**src/rtl/reg_file.sv**
```systemverilog
// 8 x 8 register file: two combinational read ports, one clocked write port.
// Every register clears asynchronously on RESET; R0 is an ordinary register.
module reg_file #(
    parameter int DATA_WIDTH = 8,
    parameter int ADDR_WIDTH = 3,
    parameter int NUM_REGS   = 8
) (
    input  logic                  CLK,
    input  logic                  RESET,
    input  logic                  WRITE,
    input  logic [ADDR_WIDTH-1:0] INADDRESS,
    input  logic [DATA_WIDTH-1:0] IN,
    input  logic [ADDR_WIDTH-1:0] OUT1ADDRESS,
    input  logic [ADDR_WIDTH-1:0] OUT2ADDRESS,
    output logic [DATA_WIDTH-1:0] OUT1,
    output logic [DATA_WIDTH-1:0] OUT2
);

    logic [DATA_WIDTH-1:0] regs [NUM_REGS];

    // Reset outranks a write landing on the same edge.
    always_ff @(posedge CLK or posedge RESET) begin
        if (RESET) begin
            for (int i = 0; i < NUM_REGS; i++) begin
                regs[i] <= '0;
            end
        end else if (WRITE) begin
            regs[INADDRESS] <= IN;
        end
    end

    // No write bypass: a read of the target shows the old value until the edge.
    assign OUT1 = regs[OUT1ADDRESS];
    assign OUT2 = regs[OUT2ADDRESS];

endmodule

```
**config.mk**
```make
export PLATFORM = sky130hd
export DESIGN_NAME = reg_file
export DESIGN_NICKNAME = d
export VERILOG_FILES = /design/src/rtl/reg_file.sv
export SDC_FILE = /design/constraint.sdc
export NUM_CORES = 1
export LEC_CHECK = 0
export ABC_AREA = 1
export CAP_MARGIN = 40
export CORE_MARGIN = 8
export CORE_UTILIZATION = 50
export CTS_BUF_LIST = sky130_fd_sc_hd__clkbuf_4 sky130_fd_sc_hd__clkbuf_8
export DETAILED_ROUTE_END_ITERATION = 7
export PLACE_DENSITY = 0.85
export SLEW_MARGIN = 20
export SYNTH_ARGS = -nofsm -noshare
export SYNTH_HDL_FRONTEND = slang
export SYNTH_SLANG_ARGS = --single-unit
export TNS_END_PERCENT = 50
```
**constraint.sdc**
```tcl
create_clock -name CLK -period 1.95 [get_ports CLK]
set_clock_uncertainty 0.15 [all_clocks]
set_input_delay 0.39 -clock CLK [delete_from_list [all_inputs] [get_ports CLK]]
set_output_delay 0.39 -clock CLK [all_outputs]
set_load 0.005 [all_outputs]
```
==> out/metrics.cfg <==
[run_status]
run_status = finished, final reports clean

[cts]
numCtsBuffers = 9
h-tree-depth = 3
clk_latency_ns = 0.35
cts_tree = yes
cts.sinks = 64
clk_pin_slew_worst_paths_ns = 0.07
max-clock-path-buffers = 2
root_buffer = clkbuf_8

[route]
drtAntennaViolNets = 0
vias = 4146
drc = 0
routed_wl_um = 12100
firstDrtPassIters = 5
drt_iter0_markers = 355
avgViaCountPerCell = 5.48
wl_per_cell_um = 16.0

[synth]
synth_cell_types = 13
synth_area_leaders = dfrtp_1 42%, nand2_1 28%, nand3_1 8.5%, o21ai_0 8.4%, inv_1 8.2%
synthXorXnorAreaFrac = 0
synth_top_family_by_area = simple AND/OR/NAND/NOR gates
synth_fa_ha_area_frac = 0
synthSimpleGateAreaFrac = 0.369
yosysSeqAreaShare = 0.421
synth_cells = 590
muxShareOfSynthArea = 0
netlist.area_leader.share = 0.421
synthesis.area_um2 = 3810
syn_avg_cell_area_um2 = 6.45
synth_top_area_cell = dfrtp_1
ys_seq_elements = 64
yosys_warnings = 0
syn_nets = 610
synth_compound_area_frac = 0.0842

[floorplanning]
pin_count = 36
die_w_um = 103
die_area_um2 = 10700
die_h_um = 103
initial_core_util = 0.503
rows = 32
core_um2 = 7570

[global_routing]
grt_overflow = 0
antenna_found_initial = 0
grt_pass1_vias = 4237
grt.total_usage = 0.244
grt_pass1_wl_um = 19800
grt_max_degree = 65

[sta]
post-route-period-util = 0.977
fmax_mhz = 525
setup-violations-final = 0
hold-worst-slack_ns = 0.327
relSlewSlack = 0.644
tns_ns = 0
period_minus_slack_ns = 1.91
slew_violations = 0
hold_violations = 0
max_slew.worst_pin.slew_ns = 0.533
rsz0062_at_grt = yes

[setup_path]
cp-start-kind = input pin
cp.required_ns = 1.41
r2r_slack_ns = 1.00
cp_max_fo = 6
path_class = in2out
crit_buf_inv = 4
cp_slowest_cell = clkdlybuf4s15_2
critPathCaptureType = output port
cpMostUsedCell = nand2_1
max_stage_delay_ns = 0.20
path_cells = buf_2, buf_6, buf_4, nand2_1, nand3_1, nand2_1, nand2_1, nand2_1, clkdlybuf4s15_2
r2r_cells = 3
timing.rr.end = regs[36]$_DFFE_PP0P_
crit_family = buffers and inverters
reg2reg_from = regs[36]$_DFFE_PP0P_
critPathArrivalTime_ns = 1.37

[min_path]
hold_path_class = in2async

[job]
max-cap-violations = 0

[final_layout]
syn_to_final_growth_pct = 29.8
largest_reg_flops = 64
fin_util = 0.653
drive_above_1_share = 0.203
top_register = regs
design_area_um2 = 4940
layout_commonest_cell = nand2_1
largest_registers = regs (64)
nets = 671
final_cell_mix = 271 x nand2_1, 64 x o21ai_0, 64 x dfrtp_1
antenna_cells = 0

[place]
place_area_um2 = 4530
dp_hpwl_um = 7780
gp_congestion = 0.914
numPortBuffers = 35

[power_and_ir_drop]
power.density_nw_per_um2 = 866
vdd_drop_max_mv = 0.391
cellLeakagePower_nw = 2.73

-- cells by family after synthesis --
| family | Yosys count |
|---|---|
| compound gates | 64 |
| buf+inv | 113 |
| flops | 64 |
| simple gates | 349 |
-- cell type report --
| cell class | count | area (µm²) |
|---|---|---|
| Fill cell | 643 | 2630 |
| Multi-Input combinational cell | 413 | 1770 |
| Sequential cell | 64 | 1600 |
| Timing Repair Buffer | 80 | 891 |
| Inverter | 83 | 323 |
| Clock buffer | 12 | 159 |
| Tap cell | 102 | 128 |
| Clock inverter | 3 | 65.1 |
-- timing repair --
item	in CTS	in global routing
gates cloned	4	0
setup buffers	0	10
setup endpoints to repair	16	16
hold buffers	0	0
resized for setup	63	70
pin swaps	2	8
-- per-stage QoR --
| stage | worst slack [ns] | cells | total power [W] |
|---|---|---|---|
| after floorplan | 0.297 | 590 | 0.00240 |
| after global placement | -0.606 | 728 | 0.00280 |
| after detailed placement | -0.601 | 728 | 0.00285 |
| after CTS | 0.00627 | 747 | 0.00416 |
| after global routing | -0.0118 | 757 | 0.00453 |
| final | 0.0441 | 757 | 0.00427 |
-- worst max-delay path by stage --
stage                                   start  endpoint  slack (ns)  cells past startpoint
after global routing      regs[7]$_DFFE_PP0P_   OUT2[7]       -0.01                      7
after global placement         OUT1ADDRESS[0]   OUT1[0]       -0.61                      9
after detailed placement       OUT1ADDRESS[0]   OUT1[0]       -0.60                      9
after floorplan                OUT1ADDRESS[1]   OUT1[5]        0.30                      7
final                          OUT2ADDRESS[0]   OUT2[6]        0.04                      9
after CTS                      OUT2ADDRESS[2]   OUT2[4]       0.006                      5
-- synthesized netlist by cell type, drive strengths merged --
cell type and n:
o21ai 64, nand3 65, nor3 1, inv 83
nand2 279, clkbuf 7, buf 23, nor2 4
dfrtp 64
-- power breakdown --
group	switching, W	internal, W	total [W]
logic	0.000724	0.000513	0.00124
registers	0.000159	0.00158	0.00174
clock network	0.000503	0.000795	0.00130
-- worst min-delay path, stage by stage --
cell and delay, ns:
clkdlybuf4s50_1 0.44, clkinvlp_4 0.10, buf_12 0.30
-- per-layer routing --
metal	part of all wire	track usage	up-vias	routed length, µm
li1	-	-	1930	-
met1	0.38	0.271	1894	4600
met2	0.48	0.400	252	5850
met3	0.078	0.0602	70	947
met4	0.056	0.182	0	678
met5	0	0	-	0
Note: power is estimated with default switching activity, not from simulation.
==> RTL edit (same settings) <==
`DATA_WIDTH`: 8 -> 12.
--- a/src/rtl/reg_file.sv
+++ b/src/rtl/reg_file.sv
@@ -1,7 +1,7 @@
 // 8 x 8 register file: two combinational read ports, one clocked write port.
 // Every register clears asynchronously on RESET; R0 is an ordinary register.
 module reg_file #(
-    parameter int DATA_WIDTH = 8,
+    parameter int DATA_WIDTH = 12,
     parameter int ADDR_WIDTH = 3,
     parameter int NUM_REGS   = 8
 ) (
Ports: changed (resized IN, OUT1 and OUT2); port bits go from 36 to 48. No check against the original RTL was run, so the function may have changed too.
==> RTL edit against the unedited design <==
- the run now ends with setup timing left
- setup slack worse by 0.054 ns
- clock power is 23% higher
- area after synthesis is 48% higher
- first-iteration DRC count grew to 3.1 times the old value
- sequential cell count is 32 higher
- total power is 40% higher
- wire length is 54% higher
- cell area is 43% higher
- critical path type is now reg -> out
==> RTL edit: results (changes against the unedited design) <==
Parameter                              Value

Outcome
  Result of the run    finished with violations
  Violated checks    setup timing

Logic synthesis
  Fraction of the yosys area taken by sequential cells    42.6% (+0.48 points)
  Distinct cells, synth    14 (+1)
  Avg Synthesized Cell Area    6.43 um2 (-0.33%)
  Proportion of synthesized flip-flops having asynchronous set or reset    100% (unchanged)
  Cells taking the most area after synthesis    sky130_fd_sc_hd__dfrtp_1, sky130_fd_sc_hd__nand2_1, sky130_fd_sc_hd__nand3_1, sky130_fd_sc_hd__o21ai_0, sky130_fd_sc_hd__inv_1
  Most frequent cells after synthesis    sky130_fd_sc_hd__nand2_1, sky130_fd_sc_hd__inv_1, sky130_fd_sc_hd__nand3_1
  Fraction of synthesized area in multiplexers    0% (unchanged)
  Warning count from the yosys run    0 (unchanged)
  Area fraction in compound gates after synthesis    8.51% (+0.095 points)
  Number of nets produced by synthesis    902 (+48%)
  Adder-cell share of the synthesized area    0% (unchanged)

Worst setup path
  CP max stage cell    sky130_fd_sc_hd__dfrtp_1
  Crit Path Max Fanout    2 (-4)
  Highest cell delay on the worst timing path    0.39 ns (+0.19 ns)
  CP delay by family, top    flip-flops
  Worst endpoint data arrival time    1.42 ns (+0.05 ns)

Clock tree
  Clock latency on the worst-skew pair    0.38 ns (+0.03 ns)
  Root Driver    sky130_fd_sc_hd__clkbuf_8
  Longest Clk Path Bufs    2 (unchanged)
  Number of buffers created by CTS    9 (unchanged)
  CTS H-tree lvls    3 (unchanged)
  Clock Pin Slew Worst Setup and Hold Paths    0.10 ns (+0.03 ns)

Final layout
  Number of diodes    0 (unchanged)
  Leading registers by flop count    regs (96)
  Total number of nets in the final design    968 (+44%)
  Finished Core Util    62.9% (-2.3 points)
  Layout filler cell count    989 (+54%)
  Share of cells above drive strength 1    17.2% (-3.1 points)

Route
  Routed vias/inst    5.59 (+2.0%)
  Average wire per cell in the routed design    17.0 um (+6.6%)
  Detailed-route via count    6103 (+47%)
  Violation count after the first detailed-routing iteration    1103 (+210%)
  Pre-Repair DR Iteration Count    7 (+2)

Pwr
  Worst supply voltage drop on vdd    473 uV (+21%)
  Total leakage power    0.00394 uW (+44%)

Placement
  Inst Count DP    1051 (+44%)
  RD Place Congestion    0.845 (-7.5%)
  Quantity of I/O buffers inserted on ports    47 (+34%)
  Half-perimeter wire length after detailed placement    11000 um (+41%)
  Worst-case setup slack after placement    -0.569 ns (+0.0311 ns)
  Placement Cell Area    0.00657 mm2 (+45%)

STA
  Finish-stage setup viols    1 (+1)
  Max transition margin    73.9% (+9.5 points)
  Least setup slack across all paths after layout    -0.0101 ns (-0.0543 ns)
  Total Neg Setup Slack    -0.0101 ns (-0.0101 ns)

Global route
  GRT Total Usage    25.1% (+0.68 points)
  Global-route wire length before repair    29300 um (+48%)
  Vias in the first global route    5799 (+37%)
  Antenna violations before repair    0 (unchanged)
  Largest net degree at the start of global routing    41 (-37%)

Hold path
  Worst min-delay path category    in -> async
==> RTL edit: layout make-up <==
| class | instances | share of cell area [%] |
|---|---|---|
| timing repair buffer | 105 | 16.8 |
| clock inverter | 6 | 1.52 |
| tap | 143 | 2.53 |
| multi-input combinational | 613 | 36.9 |
| inverter | 119 | 6.45 |
| sequential | 96 | 34.0 |
| clock buffer | 10 | 1.86 |
==> RTL edit: repair_timing <==
item	4_1_cts	5_1_grt
endpoints found under the setup margin	24	24
gates cloned	5	0
buffers inserted	12	9
resized for setup	89	63
pin swaps	2	5
==> RTL edit: path summary, 6_finish.rpt <==
| path | startpoint | endpoint | slack (ns) | depth (start not counted) |
|---|---|---|---|---|
| hold / removal | RESET | regs[57] | 0.19 | 2 |
| hold reg to reg | regs[20] | regs[20] | 0.35 | 2 |
| setup reg to reg | regs[16] | regs[16] | 0.91 | 4 |
| min in group CLK | regs[20] | regs[20] | 0.35 | 2 |
| max in group asynchronous | RESET | regs[31] | 0.99 | 3 |
| setup / recovery | regs[73] | OUT2[1] | -0.01 | 7 |
==> RTL edit: power by group <==
group | internal (uW) | switching (uW) | leakage (uW) | total [uW]
Sequential | 2370 | 223 | 0.00120 | 2590
Clock | 862 | 742 | 0.000120 | 1600
Combinational | 742 | 1060 | 0.00262 | 1800
==> RTL edit: metal layers <==
metal,vias to the layer above,global-route usage (%),part of all wire [%]
li1,2811,-,-
met2,426,39.3,45
met1,2777,32.3,39
met3,89,6.49,12
met5,-,0,0
met4,0,10.7,4.3
==> RTL edit: kinds of logic (layout without fill, tap and decap cells) <==
group / count (synthesis) / in the layout
buffers and inverters: 169 / 240
AND/OR/NAND/NOR: 517 / 517
AO/OA/AOI/OAI: 96 / 96
flip-flops: 96 / 96
